$ cat config.mk
export PLATFORM = sky130hd
export DESIGN_NAME = rvfi_reg_driver
export DESIGN_NICKNAME = d
export VERILOG_FILES = /design/src/rtl/rvfi_reg_driver_pkg.sv /design/src/rtl/rvfi_reg_driver_fifo.sv /design/src/rtl/rvfi_reg_driver.sv
export SDC_FILE = /design/constraint.sdc
export NUM_CORES = 2
export LEC_CHECK = 0
export CAP_MARGIN = 25
export CORE_MARGIN = 2
export CORE_UTILIZATION = 61
export CTS_BUF_LIST = sky130_fd_sc_hd__clkbuf_16
export CTS_CLUSTER_DIAMETER = 40
export DETAILED_ROUTE_END_ITERATION = 8
export PLACE_DENSITY = 0.84
export SLEW_MARGIN = 10
export SYNTH_ARGS = -nofsm -noshare
export SYNTH_HDL_FRONTEND = slang
export SYNTH_SLANG_ARGS = --single-unit
$ cat constraint.sdc
create_clock -name clk -period 4.3 [get_ports clk]
set_input_delay 0.86 -clock clk [delete_from_list [all_inputs] [get_ports clk]]
set_output_delay 0.86 -clock clk [all_outputs]
set_load 0.05 [all_outputs]
$ cat src/rtl/rvfi_reg_driver_pkg.sv
// rtl/rvfi_reg_driver_pkg.sv - shared widths and command record for the RVFI register driver
package rvfi_reg_driver_pkg;

  localparam int XLEN_DEFAULT = 32;
  localparam int MAX_XLEN     = 64;
  localparam int ORDER_W      = 8;
  localparam int REG_ADDR_W   = 5;
  localparam int INSN_W       = 32;
  localparam int NUM_REGS     = 32;

  // wdata is sized for the widest supported XLEN; narrower builds zero-extend
  typedef struct packed {
    logic [INSN_W-1:0]     insn;
    logic [REG_ADDR_W-1:0] rs1;
    logic [REG_ADDR_W-1:0] rs2;
    logic [REG_ADDR_W-1:0] rd;
    logic [MAX_XLEN-1:0]   wdata;
    logic                  fault;
  } cmd_t;

  function automatic logic is_x0(input logic [REG_ADDR_W-1:0] addr);
    return addr == '0;
  endfunction

endpackage

$ cat src/rtl/rvfi_reg_driver_fifo.sv
// rtl/rvfi_reg_driver_fifo.sv - synchronous power-of-two command FIFO
module rvfi_reg_driver_fifo #(
  parameter int WIDTH = 8,
  parameter int DEPTH = 4
) (
  input  logic             clk,
  input  logic             resetn,
  input  logic             push,
  input  logic [WIDTH-1:0] wdata,
  input  logic             pop,
  output logic [WIDTH-1:0] rdata,
  output logic             full,
  output logic             empty
);

  localparam int AW = $clog2(DEPTH);

  logic [WIDTH-1:0] mem [DEPTH];
  logic [AW-1:0]    wr_ptr;
  logic [AW-1:0]    rd_ptr;
  logic [AW:0]      count;
  logic             push_ok;
  logic             pop_ok;

  // a full FIFO refuses pushes even when a pop happens in the same cycle
  assign push_ok = push && !full;
  assign pop_ok  = pop && !empty;
  assign full    = count == (AW+1)'(DEPTH);
  assign empty   = count == '0;
  assign rdata   = mem[rd_ptr];

  // storage array, no reset needed since contents are qualified by count
  always_ff @(posedge clk) begin
    if (push_ok) begin
      mem[wr_ptr] <= wdata;
    end
  end

  // pointers wrap naturally because DEPTH is a power of two
  always_ff @(posedge clk) begin
    if (!resetn) begin
      wr_ptr <= '0;
      rd_ptr <= '0;
      count  <= '0;
    end else begin
      if (push_ok) begin
        wr_ptr <= wr_ptr + AW'(1);
      end
      if (pop_ok) begin
        rd_ptr <= rd_ptr + AW'(1);
      end
      case ({push_ok, pop_ok})
        2'b10:   count <= count + (AW+1)'(1);
        2'b01:   count <= count - (AW+1)'(1);
        default: count <= count;
      endcase
    end
  end

endmodule

$ cat src/rtl/rvfi_reg_driver.sv
// rtl/rvfi_reg_driver.sv - in-order RVFI retirement producer backed by an architectural register file
module rvfi_reg_driver
  import rvfi_reg_driver_pkg::*;
#(
  parameter int                  XLEN      = XLEN_DEFAULT,
  parameter int                  DEPTH     = 4,
  parameter bit                  ZERO_INIT = 1'b1,
  parameter logic [MAX_XLEN-1:0] RESET_PC  = '0
) (
  input  logic                  clk,
  input  logic                  resetn,
  input  logic                  cmd_valid,
  output logic                  cmd_ready,
  input  logic [INSN_W-1:0]     cmd_insn,
  input  logic [REG_ADDR_W-1:0] cmd_rs1_addr,
  input  logic [REG_ADDR_W-1:0] cmd_rs2_addr,
  input  logic [REG_ADDR_W-1:0] cmd_rd_addr,
  input  logic [XLEN-1:0]       cmd_rd_wdata,
  input  logic                  cmd_inject_fault,
  input  logic                  out_stall,
  output logic                  rvfi_valid,
  output logic [ORDER_W-1:0]    rvfi_order,
  output logic [INSN_W-1:0]     rvfi_insn,
  output logic [REG_ADDR_W-1:0] rvfi_rs1_addr,
  output logic [REG_ADDR_W-1:0] rvfi_rs2_addr,
  output logic [REG_ADDR_W-1:0] rvfi_rd_addr,
  output logic [XLEN-1:0]       rvfi_rs1_rdata,
  output logic [XLEN-1:0]       rvfi_rs2_rdata,
  output logic [XLEN-1:0]       rvfi_rd_wdata,
  output logic [XLEN-1:0]       rvfi_pc_rdata,
  output logic [XLEN-1:0]       rvfi_pc_wdata,
  output logic                  rvfi_trap
);

  cmd_t               in_cmd;
  cmd_t               head;
  logic               full;
  logic               empty;
  logic               push;
  logic               pop;
  logic [XLEN-1:0]    regs [NUM_REGS];
  logic [XLEN-1:0]    rs1_val;
  logic [XLEN-1:0]    rs2_val;
  logic [XLEN-1:0]    rd_val;
  logic [XLEN-1:0]    pc;
  logic [ORDER_W-1:0] retire_cnt;

  // pack the incoming command fields into the queue record
  always_comb begin
    in_cmd       = '0;
    in_cmd.insn  = cmd_insn;
    in_cmd.rs1   = cmd_rs1_addr;
    in_cmd.rs2   = cmd_rs2_addr;
    in_cmd.rd    = cmd_rd_addr;
    in_cmd.wdata = MAX_XLEN'(cmd_rd_wdata);
    in_cmd.fault = cmd_inject_fault;
  end

  assign cmd_ready = !full;
  assign push      = cmd_valid && !full;
  assign pop       = !empty && !out_stall;
  assign rvfi_trap = 1'b0;

  rvfi_reg_driver_fifo #(
    .WIDTH ($bits(cmd_t)),
    .DEPTH (DEPTH)
  ) u_fifo (
    .clk    (clk),
    .resetn (resetn),
    .push   (push),
    .wdata  (in_cmd),
    .pop    (pop),
    .rdata  (head),
    .full   (full),
    .empty  (empty)
  );

  // operand reads see the register file before this command's own write
  assign rs1_val = is_x0(head.rs1) ? '0 : regs[head.rs1];
  assign rs2_val = is_x0(head.rs2) ? '0 : regs[head.rs2];
  assign rd_val  = is_x0(head.rd)  ? '0 : XLEN'(head.wdata);

  // architectural register file; contents survive reset unless ZERO_INIT
  always_ff @(posedge clk) begin
    if (!resetn) begin
      if (ZERO_INIT) begin
        for (int i = 0; i < NUM_REGS; i++) begin
          regs[i] <= '0;
        end
      end
    end else if (pop && !is_x0(head.rd)) begin
      regs[head.rd] <= rd_val;
    end
  end

  // retirement packet registers; data fields hold between retirements
  always_ff @(posedge clk) begin
    if (!resetn) begin
      rvfi_valid     <= 1'b0;
      rvfi_order     <= '0;
      rvfi_insn      <= '0;
      rvfi_rs1_addr  <= '0;
      rvfi_rs2_addr  <= '0;
      rvfi_rd_addr   <= '0;
      rvfi_rs1_rdata <= '0;
      rvfi_rs2_rdata <= '0;
      rvfi_rd_wdata  <= '0;
      rvfi_pc_rdata  <= '0;
      rvfi_pc_wdata  <= '0;
      pc             <= XLEN'(RESET_PC);
      retire_cnt     <= '0;
    end else begin
      rvfi_valid <= pop;
      if (pop) begin
        rvfi_order     <= retire_cnt;
        rvfi_insn      <= head.insn;
        rvfi_rs1_addr  <= head.rs1;
        rvfi_rs2_addr  <= head.rs2;
        rvfi_rd_addr   <= head.rd;
        rvfi_rs1_rdata <= rs1_val ^ {{(XLEN-1){1'b0}}, head.fault};
        rvfi_rs2_rdata <= rs2_val;
        rvfi_rd_wdata  <= rd_val;
        rvfi_pc_rdata  <= pc;
        rvfi_pc_wdata  <= pc + XLEN'(4);
        pc             <= pc + XLEN'(4);
        retire_cnt     <= retire_cnt + ORDER_W'(1);
      end
    end
  end

endmodule

Word level (Yosys, flattened, before mapping)
Memories as Yosys holds them, arrays and structs flattened. A register that Yosys moved wholly into a read port is not among the register bits.
Cells that the tools add are included.

storage, ports and cells
  register bits = 231
  latch bits = 0
  memory bits (writable) = 1344
  ROM bits = 0
  word-level logic and storage cells = 57
  memories = 2

memory list
  name        depth  bits a word  read ports  clocked after memory_dff  write ports  line                        text
  regs        32     32           2           0                         32           rvfi_reg_driver.sv:41       logic [XLEN-1:0] regs [NUM_REGS];
  u_fifo.mem  4      80           1           1                         1            rvfi_reg_driver_fifo.sv:18  logic [WIDTH-1:0] mem [DEPTH];

operators by class
  $add $sub $neg = 6
  multiply operators = 0
  div/mod/pow operators = 0
  $lt $le $gt $ge = 0
  eq/ne operators = 3
  shift-type cells = 0
  muxes and demuxes = 15
  bitwise operators = 1
  reductions and logical operators = 15

operator list
  operator                                              number
  two-way mux 32 bit                                    4
  adder 32 x 3 -> 32 bit (second input constant)        1
  OR reduction 32 bit                                   1
  XOR 32 x 1 -> 32 bit                                  1
  logical NOT 5 bit                                     3
  adder 8 x 1 -> 8 bit (second input constant)          1
  two-way mux 1 bit                                     7
  case mux 3 bit (2 select lines)                       1
  logical AND 1 bit                                     5
  two-way mux 5 bit                                     1
  adder 2 x 1 -> 2 bit (second input constant)          2
  logical NOT 1 bit                                     4
  two-way mux 2 bit                                     2
  adder 3 x 1 -> 3 bit (second input constant)          1
  equality test 3 bit (second input constant)           1
  logical NOT 3 bit                                     1
  subtractor 3 x 1 -> 3 bit (second input constant)     1
  equality test 2 x 1 -> 1 bit (second input constant)  1
  equality test 2 bit (second input constant)           1
  nonzero test 2 bit                                    1

Depth between registers and ports, before layout
  depth in word-level cells = 9
  mapped depth = 12
  mapped depth without buffers = 10

Modules after synthesis
Synthesis repeated with hierarchy kept, for this count alone.

unflattened totals
  cells, all modules = 4989
  area total of the unflattened synthesis = 76442.1 um^2

by module, submodules not included
  module                times used  cells an instance  area an instance (um^2)  sequential area each (um^2)
  rvfi_reg_driver       1           4350               59713.5                  35153.7
  rvfi_reg_driver_fifo  1           639                16728.5                  13633.1

Worst setup path before layout
OpenSTA, ideal clock, no wires.

  path type = input port to flip-flop
  from = input out_stall
  to = memory regs[31][0] in the netlist's numbering (enable)
  setup time = 0.389 ns
  arrival = 3.342 ns
  data required time = 3.911 ns
  path slack = 0.569 ns
  stages on the path = 10
  cells stage by stage = or2_1 > clkbuf_1 > inv_2 > nand2_1 > inv_2 > nand2_1 > nor2_1 > nand2_1 > clkbuf_1 > nand2_1

RTL lines
  what         line                   text
  from (decl)  rvfi_reg_driver.sv:20  input logic out_stall,
  to (decl)    rvfi_reg_driver.sv:41

==> impl_metrics.py <==
metrics = {
    "outcome": {
        "status": "finished, violations left",
        "violations": "design-rule violations",
    },
    "synthesis": {
        "yosysWarnings": 0,
        "avgSynthCellArea_um2": 13.9,
        "async_flop_share_pct": 0,
        "synth_edf_count": 1344,
        "synthesis.area_mm2": 0.0715,
        "netlist_instances": 5144,
        "ys.flop_type": "edfxtp_1",
        "synth.ff_latch_count": 1573,
        "ys_types": 52,
        "yosysSeqAreaShare_pct": 62.9,
    },
    "cells_and_area": {
        "n_fill_cell": 6615,
        "drive_above_1_share_pct": 20.4,
        "final_nets": 5525,
        "mostFrequentLayoutCells": "1,344 x edfxtp_1, 1,042 x nor2_1, 672 x nand2_1, 544 x mux4_2, 295 x clkdlybuf4s50_1",
        "area_growth_pct": 16.0,
        "layout_commonest_cell": "edfxtp_1",
        "finish.instance_area_mm2": 0.0829,
    },
    "detailed_routing": {
        "post_drt_wl_per_cell_um": 33.6,
        "ant_nets": 0,
        "drt-total-wl_um": 239000,
        "viasPerCell": 7.32,
        "drtIter0Drc": 9764,
        "drcViolationCount": 15,
        "vias": 52100,
        "first_pass_iters": 9,
    },
    "timing": {
        "slew_violations": 0,
        "rsz0062_at_grt": "no",
        "clock_skew_ns": 0.0467,
        "setup-tns-final_ns": 0,
        "fin_crit_ns": 3.85,
        "timing.slew.headroom_pct": 27.6,
        "hold_viol_final": 0,
        "whs_ns": 0.374,
        "tightestPinTransition_ns": 1.09,
        "fin_crit_sh_pct": 89.4,
        "setup_viol": 0,
        "fmax_mhz": 260,
    },
    "setup_path": {
        "rr_worst_depth": 7,
        "crit_path_end": "regs[11][8]",
        "rr_endpoint": "regs[11][8]",
        "required_ns": 4.79,
        "r2r_slack_ns": 0.45,
        "cp-end-kind": "register",
        "crit_arrival_ns": 4.34,
        "cp_max_fo": 29,
        "setup.worst_path.class": "register to register",
        "start_kind": "register",
    },
    "clocking": {
        "clk-insertion-delay-late_ns": 0.82,
        "cts_tree": "yes",
        "clk_pin_slew_ns": 0.06,
        "htree_levels": 4,
        "clk_path_buf_depth": 3,
        "root_buffer": "clkbuf_16",
        "post_cts_buffers": 0,
        "cts_sinks": 1573,
        "cts_made_buffers": 174,
        "hold_buffers": 0,
        "cts.repair.resized": 0,
    },
    "hold_path": {
        "hold_class": "input pin to register",
    },
    "floorplanning": {
        "num_rows": 125,
        "core_area_mm2": 0.116,
        "die_h_um": 346,
        "die_w_um": 346,
        "io_pins": 302,
        "die_area_mm2": 0.120,
        "start_util_pct": 61.5,
    },
    "grt": {
        "grt.total_usage_pct": 39.7,
        "grt_max_degree": 133,
        "antenna_found_initial": 13,
        "grt_pass1_vias": 53000,
        "grt_pass1_wl_um": 344000,
        "grt.overflow.total": 0,
    },
    "place": {
        "place_area_mm2": 0.0771,
        "gp_congestion": 0.952,
        "dp_hpwl_um": 139000,
        "port_buffers": 296,
    },
    "run": {
        "drv_cap": 0,
    },
    "pwr": {
        "p_leak_nw": 29.3,
        "cellPowerDensity_mw_per_mm2": 658,
        "peakVddDrop_mv": 0.496,
    },
}
final cells by class:
class                           instances  area (um2)  area share, %
Antenna cell                           10        25.0         0.0302
Clock buffer                          179        4480           5.40
Clock inverter                        147        1340           1.62
Inverter                               13        55.1         0.0664
Multi-Input combinational cell       3129       24800           29.9
Sequential cell                      1573       45000           54.2
Tap cell                             1524        1910           2.30
Timing Repair Buffer                  542        5360           6.47
worst min-delay path by stage:
stage	start	end	cells past startpoint
5_1_grt	resetn	rvfi_pc_wdata[4]	2
6_report	resetn	rvfi_pc_wdata[4]	2
4_1_cts	resetn	rvfi_pc_wdata[4]	2
2_1_floorplan	retire_cnt[7]	rvfi_order[7]	2
3_5_place_dp	rvfi_rd_wdata[5]	rvfi_rd_wdata[5]	2
3_3_place_gp	rvfi_rd_wdata[21]	rvfi_rd_wdata[21]	2
Yosys cell counts, types with 3 or more instances:
master	number	area [um2]
nor2b_1	25	156
ha_1	7	87.6
a211o_1	15	131
nor4_1	5	31.3
a21oi_1	156	781
a32oi_1	3	26.3
nand4_1	9	56.3
edfxtp_1	1344	40400
nor3_1	9	45.0
a22oi_1	18	135
xnor2_1	11	96.3
xor2_1	27	236
and4_1	3	26.3
a211oi_1	28	210
o21ai_0	42	210
o22ai_1	9	56.3
mux2i_1	134	1340
and3_1	36	225
dfxtp_1	229	4580
buf_1	48	180
nand2b_1	17	106
a31oi_1	27	169
nand3_1	83	415
and2_1	4	25.0
o211ai_1	4	30.0
clkbuf_1	265	995
mux4_2	549	12400
nand2_1	704	2640
buf_4	23	173
o21ai_1	44	220
buf_6	3	33.8
a221o_1	10	100
or3_1	6	37.5
inv_1	10	37.5
buf_2	126	631
mux2_2	21	236
a221oi_1	31	272
nor2_1	1044	3920
metal layers:
layer | global-route usage (%) | vias up | wire length (um)
met4 | 27.9 | 28 | 21200
met3 | 17.5 | 1673 | 42400
li1 | - | 19700 | -
met1 | 46.1 | 24900 | 69800
met5 | 2.08 | - | 509
met2 | 59.1 | 5769 | 105000
state kept, by name, summed over array words and instances, names as in the netlist, named ones only:
name            cells
regs             1024
u_fifo.mem        320
rvfi_insn          32
rvfi_rd_wdata      32
rvfi_rs1_rdata     32
rvfi_rs2_rdata     32
rvfi_pc_rdata      30
rvfi_pc_wdata      30
retire_cnt          8
rvfi_order          8
rvfi_rd_addr        5
rvfi_rs1_addr       5
rvfi_rs2_addr       5
u_fifo.count        3
u_fifo.rd_ptr       2
u_fifo.wr_ptr       2
rvfi_valid          1
cells by family (layout without fill, tap and decap cells):
group,Yosys count,count (layout),share of synthesized area [%]
adder cells (fa/ha/maj),8,8,0.150
buffers and inverters,478,881,2.88
XOR/XNOR,38,38,0.465
AND/OR/NAND/NOR,1951,1951,10.8
other,1,47,0.00524
multiplexers,704,704,19.5
AO/OA/AOI/OAI,391,391,3.33
flip-flops,1573,1573,62.9
worst max-delay path, cell delays in order, from the launching register on:
cell and delay [ns]:
dfxtp_4 0.64, buf_4 0.35, mux4_2 0.45, nor3_2 0.56, nand2_1 0.24, buf_4 0.31, nand2_1 0.79, nor2_1 0.12
report_power, final:
part           leakage (nW)  switching [mW]  internal, mW
Sequential             15.4           0.903          17.9
Combinational          11.0            13.1          7.59
Clock                  2.93            6.44          8.68
per-stage QoR:
step / std cells / setup slack [ns] / utilization [%] / power (mW)
5_1_grt: 7108 / 0.465 / 71.3 / 55.5
4_1_cts: 7106 / 0.675 / 71.3 / 53.7
6_report: 7117 / 0.455 / 71.4 / 54.6
3_3_place_gp: 6780 / 0.710 / 66.3 / 38.1
2_1_floorplan: 5180 / 0.569 / - / 31.9
3_5_place_dp: 6780 / 0.720 / 66.3 / 38.6
Note: power is estimated with default switching activity, not from simulation.
